--- src/rtl/pc_sequencer.sv ---
`default_nettype none
// ============================================================================
// Module   : pc_sequencer
// Purpose  : Program-counter sequencer for a single-cycle datapath. It decodes
//            the fetched opcode (sequential / j / beq / bne / halt), resolves
//            branches with the datapath compare flag, sequences IDLE/RUN/HALT
//            and counts retired instructions.
// Options  : PCSEQ_BOUND_CHECK_EN - when defined, a computed next pc above
//            MAX_PC halts the sequencer with err=1.
// Revision : 1.0 - initial release
// ============================================================================
module pc_sequencer #(
  parameter logic [31:0] RESET_PC = 32'h0000_0000,
  parameter logic [31:0] PC_STEP  = 32'd4,
  parameter logic [31:0] MAX_PC   = 32'h0000_03FC
) (
  input  logic        clk,
  input  logic        rst_n,
  input  logic        start,
  input  logic        stall,
  input  logic [31:0] instruction,
  input  logic        cmp_eq,
  output logic [31:0] pc,
  output logic        pc_valid,
  output logic        halted,
  output logic        err,
  output logic [31:0] retired
);

  typedef enum logic [1:0] {
    S_IDLE = 2'd0,
    S_RUN  = 2'd1,
    S_HALT = 2'd2
  } state_t;

  localparam logic [5:0] c_OP_J    = 6'b000010;
  localparam logic [5:0] c_OP_BEQ  = 6'b000100;
  localparam logic [5:0] c_OP_BNE  = 6'b000101;
  localparam logic [5:0] c_OP_HALT = 6'b111111;

`ifdef PCSEQ_BOUND_CHECK_EN
  localparam logic c_BOUND_EN = 1'b1;
`else
  localparam logic c_BOUND_EN = 1'b0;
`endif

  state_t      r_state;
  state_t      w_state_nxt;
  logic [31:0] r_pc;
  logic [31:0] w_pc_nxt;
  logic [31:0] r_retired;
  logic [31:0] w_retired_nxt;
  logic        r_err;
  logic        w_err_nxt;
  logic        r_pc_valid;
  logic        r_halted;

  logic [5:0]  w_opcode;
  logic [31:0] w_pc_inc;
  logic [31:0] w_br_off;
  logic [31:0] w_target;
  logic        w_taken;
  logic        w_bound_viol;

  assign w_opcode = instruction[31:26];
  assign w_pc_inc = r_pc + PC_STEP;
  // Word offset: sign-extend the 16-bit immediate and scale to bytes.
  assign w_br_off = {{14{instruction[15]}}, instruction[15:0], 2'b00};

  // The comparison is always built; the build option decides if it matters.
  assign w_bound_viol = c_BOUND_EN & (w_target > MAX_PC);

  // Next-pc candidate for a non-halt instruction completing this cycle.
  always_comb begin
    w_taken  = 1'b0;
    w_target = w_pc_inc;
    case (w_opcode)
      c_OP_J:   w_target = {w_pc_inc[31:28], instruction[25:0], 2'b00};
      c_OP_BEQ: w_taken  = cmp_eq;
      c_OP_BNE: w_taken  = ~cmp_eq;
      default:  w_taken  = 1'b0;
    endcase
    if (w_taken) begin
      w_target = w_pc_inc + w_br_off;
    end
  end

  // Sequencing: stall outranks decode, halt holds pc, restart from HALT.
  always_comb begin
    w_state_nxt   = r_state;
    w_pc_nxt      = r_pc;
    w_retired_nxt = r_retired;
    w_err_nxt     = r_err;
    case (r_state)
      S_IDLE: begin
        if (start) begin
          w_state_nxt = S_RUN;
        end
      end
      S_RUN: begin
        if (!stall) begin
          if (w_opcode == c_OP_HALT) begin
            w_state_nxt = S_HALT;
          end else begin
            w_retired_nxt = r_retired + 32'd1;
            if (w_bound_viol) begin
              w_state_nxt = S_HALT;
              w_err_nxt   = 1'b1;
            end else begin
              w_pc_nxt = w_target;
            end
          end
        end
      end
      S_HALT: begin
        if (start) begin
          w_state_nxt   = S_RUN;
          w_pc_nxt      = RESET_PC;
          w_retired_nxt = 32'd0;
          w_err_nxt     = 1'b0;
        end
      end
      default: begin
        w_state_nxt = S_IDLE;
        w_pc_nxt    = RESET_PC;
      end
    endcase
  end

  // State and output registers; reset dominates every other input.
  always_ff @(posedge clk) begin
    if (!rst_n) begin
      r_state    <= S_IDLE;
      r_pc       <= RESET_PC;
      r_retired  <= 32'd0;
      r_err      <= 1'b0;
      r_pc_valid <= 1'b0;
      r_halted   <= 1'b0;
    end else begin
      r_state    <= w_state_nxt;
      r_pc       <= w_pc_nxt;
      r_retired  <= w_retired_nxt;
      r_err      <= w_err_nxt;
      r_pc_valid <= (w_state_nxt == S_RUN);
      r_halted   <= (w_state_nxt == S_HALT);
    end
  end

  assign pc       = r_pc;
  assign pc_valid = r_pc_valid;
  assign halted   = r_halted;
  assign err      = r_err;
  assign retired  = r_retired;

endmodule
`default_nettype wire

--- config.mk ---
export PLATFORM = sky130hd
export DESIGN_NAME = pc_sequencer
export DESIGN_NICKNAME = d
export VERILOG_FILES = /design/src/rtl/pc_sequencer.sv
export SDC_FILE = /design/constraint.sdc
export NUM_CORES = 1
export LEC_CHECK = 0
export ABC_AREA = 1
export BUFFER_PORTS_ARGS = -buffer_cell sky130_fd_sc_hd__buf_2
export CAP_MARGIN = 40
export CORE_MARGIN = 1.5
export CORE_UTILIZATION = 53
export CTS_CLUSTER_DIAMETER = 30
export DETAILED_ROUTE_END_ITERATION = 7
export PLACE_DENSITY = 0.75
export SYNTH_ARGS = -nofsm -noshare
export SYNTH_HDL_FRONTEND = slang
export SYNTH_SLANG_ARGS = --single-unit
export TNS_END_PERCENT = 30
--- constraint.sdc ---
create_clock -name clk -period 5.87 [get_ports clk]
set_input_delay 0.2935 -clock clk [delete_from_list [all_inputs] [get_ports clk]]
set_output_delay 0.2935 -clock clk [all_outputs]
set_load 0.02 [all_outputs]
==> impl_metrics.toml <==
[outcome]
status = "complete, no violations"

[clocking]
clockBufferDepth = 2
post_cts_buffers = 0
clkSinkCount = 66
cts_inserted_buffers = 9
cts_tree = "yes"
postCtsHoldBufs = 0
clk_latency_ns = 0.36
cts_resized = 0
clock-root-buffer = "clkbuf_16"
path_clk_slew_ns = 0.06
htree_levels = 3

[worst_setup_path]
setup.worst_path.start = "pc[2]"
reg2reg_from = "pc[2]"
rr_worst_depth = 17
arrival_ns = 3.57
startpoint_type = "flip-flop"
crit_path_end_kind = "flip-flop"
worstPathRequired_ns = 6.07
path_class = "flip-flop to flip-flop"
path_max_fanout = 9

[detailed_routing]
viasPerCell = 5.55
avgRoutedWirePerCell_um = 16.0
via_count = 8098
final_antenna_net_count = 0
first_iter_violations = 697
drc_errors = 0
drtPass1Iterations = 7
routed_wl_um = 23400

[pwr]
power_density_mw_per_mm2 = 154
p_leak_nw = 3.72
vdd_drop_max_v = 0.000171

[cells_and_area]
final_cells = 1459
drive_gt1_share_pct = 13.0
nNetsFinal = 1356
fillers = 1330
area_delta_synth_final_pct = 13.4
antennaDiodeCount = 0

[floorplanning]
die_w_um = 117
pin_count = 104
dieArea_mm2 = 0.0136
core_area_mm2 = 0.0126
initial_core_util_pct = 54.3
row_count = 41
die_h_um = 117

[sta]
final_max_slew_viol_count = 0
tightest_slew_ns = 0.770
worst_slack_ns = 2.50
hold_viol = 0
setup_viol = 0
period_share_pct = 57.4
hold_ws_ns = 0.245
fin_crit_ns = 3.37
finalClockSkew_ns = 0.0108
max_freq_mhz = 297
final.setup.tns_ns = 0
relSlewSlack_pct = 48.6
rsz0062_at_grt = "no"

[synthesis]
synth.area.mux_share_pct = 0
synthCells = 1193
synth.largest_area_cell = "nand2_1"
ys_types = 44
synth_xor_area_share_pct = 3.52
synth_simple_gate_area_share_pct = 45.0
synth_seq_area_share_pct = 19.3
netlist.area_leader.share_pct = 20.2
synth_fa_ha_area_share_pct = 6.86
synth_top_family_by_area = "simple AND/OR/NAND/NOR gates"
synth_compound_area_share_pct = 14.7
yosysWarnings = 0
ys_ff_latch = 66
synth.area.top_cells = "nand2_1 (20%), dfxtp_1 (19%), a21oi_1 (8.8%)"
avgSynthCellArea_um2 = 5.75
synthesis.area_mm2 = 0.00686

[grt]
grt_pass1_vias = 7325
grt_pass1_wl_um = 36200
antenna_found_initial = 0
grtUsageTotal_pct = 34.8
grt-ovfl-total = 0
grt_max_degree = 52

[placement]
dp_cells = 1443
io_buffers = 100
pre_cts_ws_ns = 2.55
place.gp.congestion = 0.974
dp.final_hpwl_um = 17800

[job]
drv_cap = 0

[hold_path]
worstHoldStart = "stall"
hold_depth = 4
min_path_type = "primary input to flip-flop"
placed cells by master, fill, tap and decap left out, types with 9 or more instances in the layout:
cell type	Yosys	routed
a21oi_1	120	120
and2_1	11	11
buf_2	13	100
clkbuf_16	0	9
dfxtp_1	66	66
ha_1	36	36
inv_1	145	145
inv_2	9	9
nand2_1	369	369
nand3_1	98	98
nand4_1	26	26
nor2_1	117	117
nor3_1	31	31
o21ai_0	31	31
xor2_1	18	18
logic make-up after synthesis:
kind of cell / Yosys count
AOI/OAI and AO/OA: 188
buffers and inverters: 183
and+or+nand+nor: 693
adders and majority gates: 37
xor gates and xnor gates: 25
DFF: 66
other: 1
routing by layer:
metal,GRT usage (%),wire [µm],vias up
met1,44.3,9900,3609
met2,55.4,10400,386
li1,-,-,4048
met3,11.3,2450,55
met5,0,0,-
met4,12.2,593,0
worst paths after layout:
kind                            slack, ns     endpoint
worst max-delay path                 2.50       pc[20]
worst min-delay path                 0.25       halted
worst max register to register       2.50       pc[20]
worst min register to register       0.48  retired[11]
power by group:
group / switching [mW] / internal [mW] / total, mW
clock: 0.251 / 0.294 / 0.545
combinational: 0.133 / 0.0550 / 0.188
sequential: 0.00836 / 0.453 / 0.462
final cells by class:
type                       instances  area (µm²)  share of cell area, %
clock buffer                       9         225                   2.90
inverter                         155         582                   7.48
tap                              172         215                   2.77
clock inverter                     7        61.3                  0.789
multi-input combinational        946        4820                   62.0
timing repair buffer             104         551                   7.08
sequential                        66        1320                   17.0
cell usage after synthesis, drive strengths merged:
| cell type | instances |
|---|---|
| a211oi | 1 |
| a21boi | 1 |
| clkbuf | 10 |
| xnor2 | 4 |
| inv | 154 |
| ha | 36 |
| buf | 18 |
| o211ai | 3 |
| nor3 | 39 |
| a22oi | 2 |
| a21o | 6 |
| a21oi | 121 |
| nand2 | 379 |
| nand3b | 6 |
| nand4 | 26 |
| xor2 | 21 |
| o21ai | 40 |
| o21bai | 8 |
| a31oi | 5 |
| fa | 1 |
| and2 | 11 |
| nor2 | 124 |
| or2 | 7 |
| nand3 | 99 |
| clkinv | 1 |
| conb | 1 |
| o21a | 1 |
| nor4 | 2 |
| dfxtp | 66 |
metrics by stage:
stage / utilization [%] / instance area [µm²] / power, mW
after floorplan: - / 6870 / 0.595
after CTS: 61.6 / 7770 / 1.19
final: 61.6 / 7770 / 1.19
after global routing: 61.6 / 7770 / 1.23
after detailed placement: 59.3 / 7490 / 0.655
after global placement: 59.1 / 7460 / 0.653
critical path: stages (launching register included):
cell and delay, ns:
dfxtp_1 0.49, ha_1 0.29, nand3_1 0.21, inv_1 0.16, nand2_1 0.14, inv_2 0.12
nand4_1 0.10, and2_1 0.17, ha_1 0.36, nand2_1 0.10, nor2_1 0.28, inv_1 0.06
o21ai_0 0.29, inv_1 0.10, nand3_1 0.09, nand3_1 0.09, nand2_1 0.10, a21oi_1 0.07
state kept, by name, summed over array words and instances, names as in the netlist:
signal,cells
r_state,2
retired,32
pc_valid,1
halted,1
pc,30
Note: power is estimated with default switching activity, not from simulation.
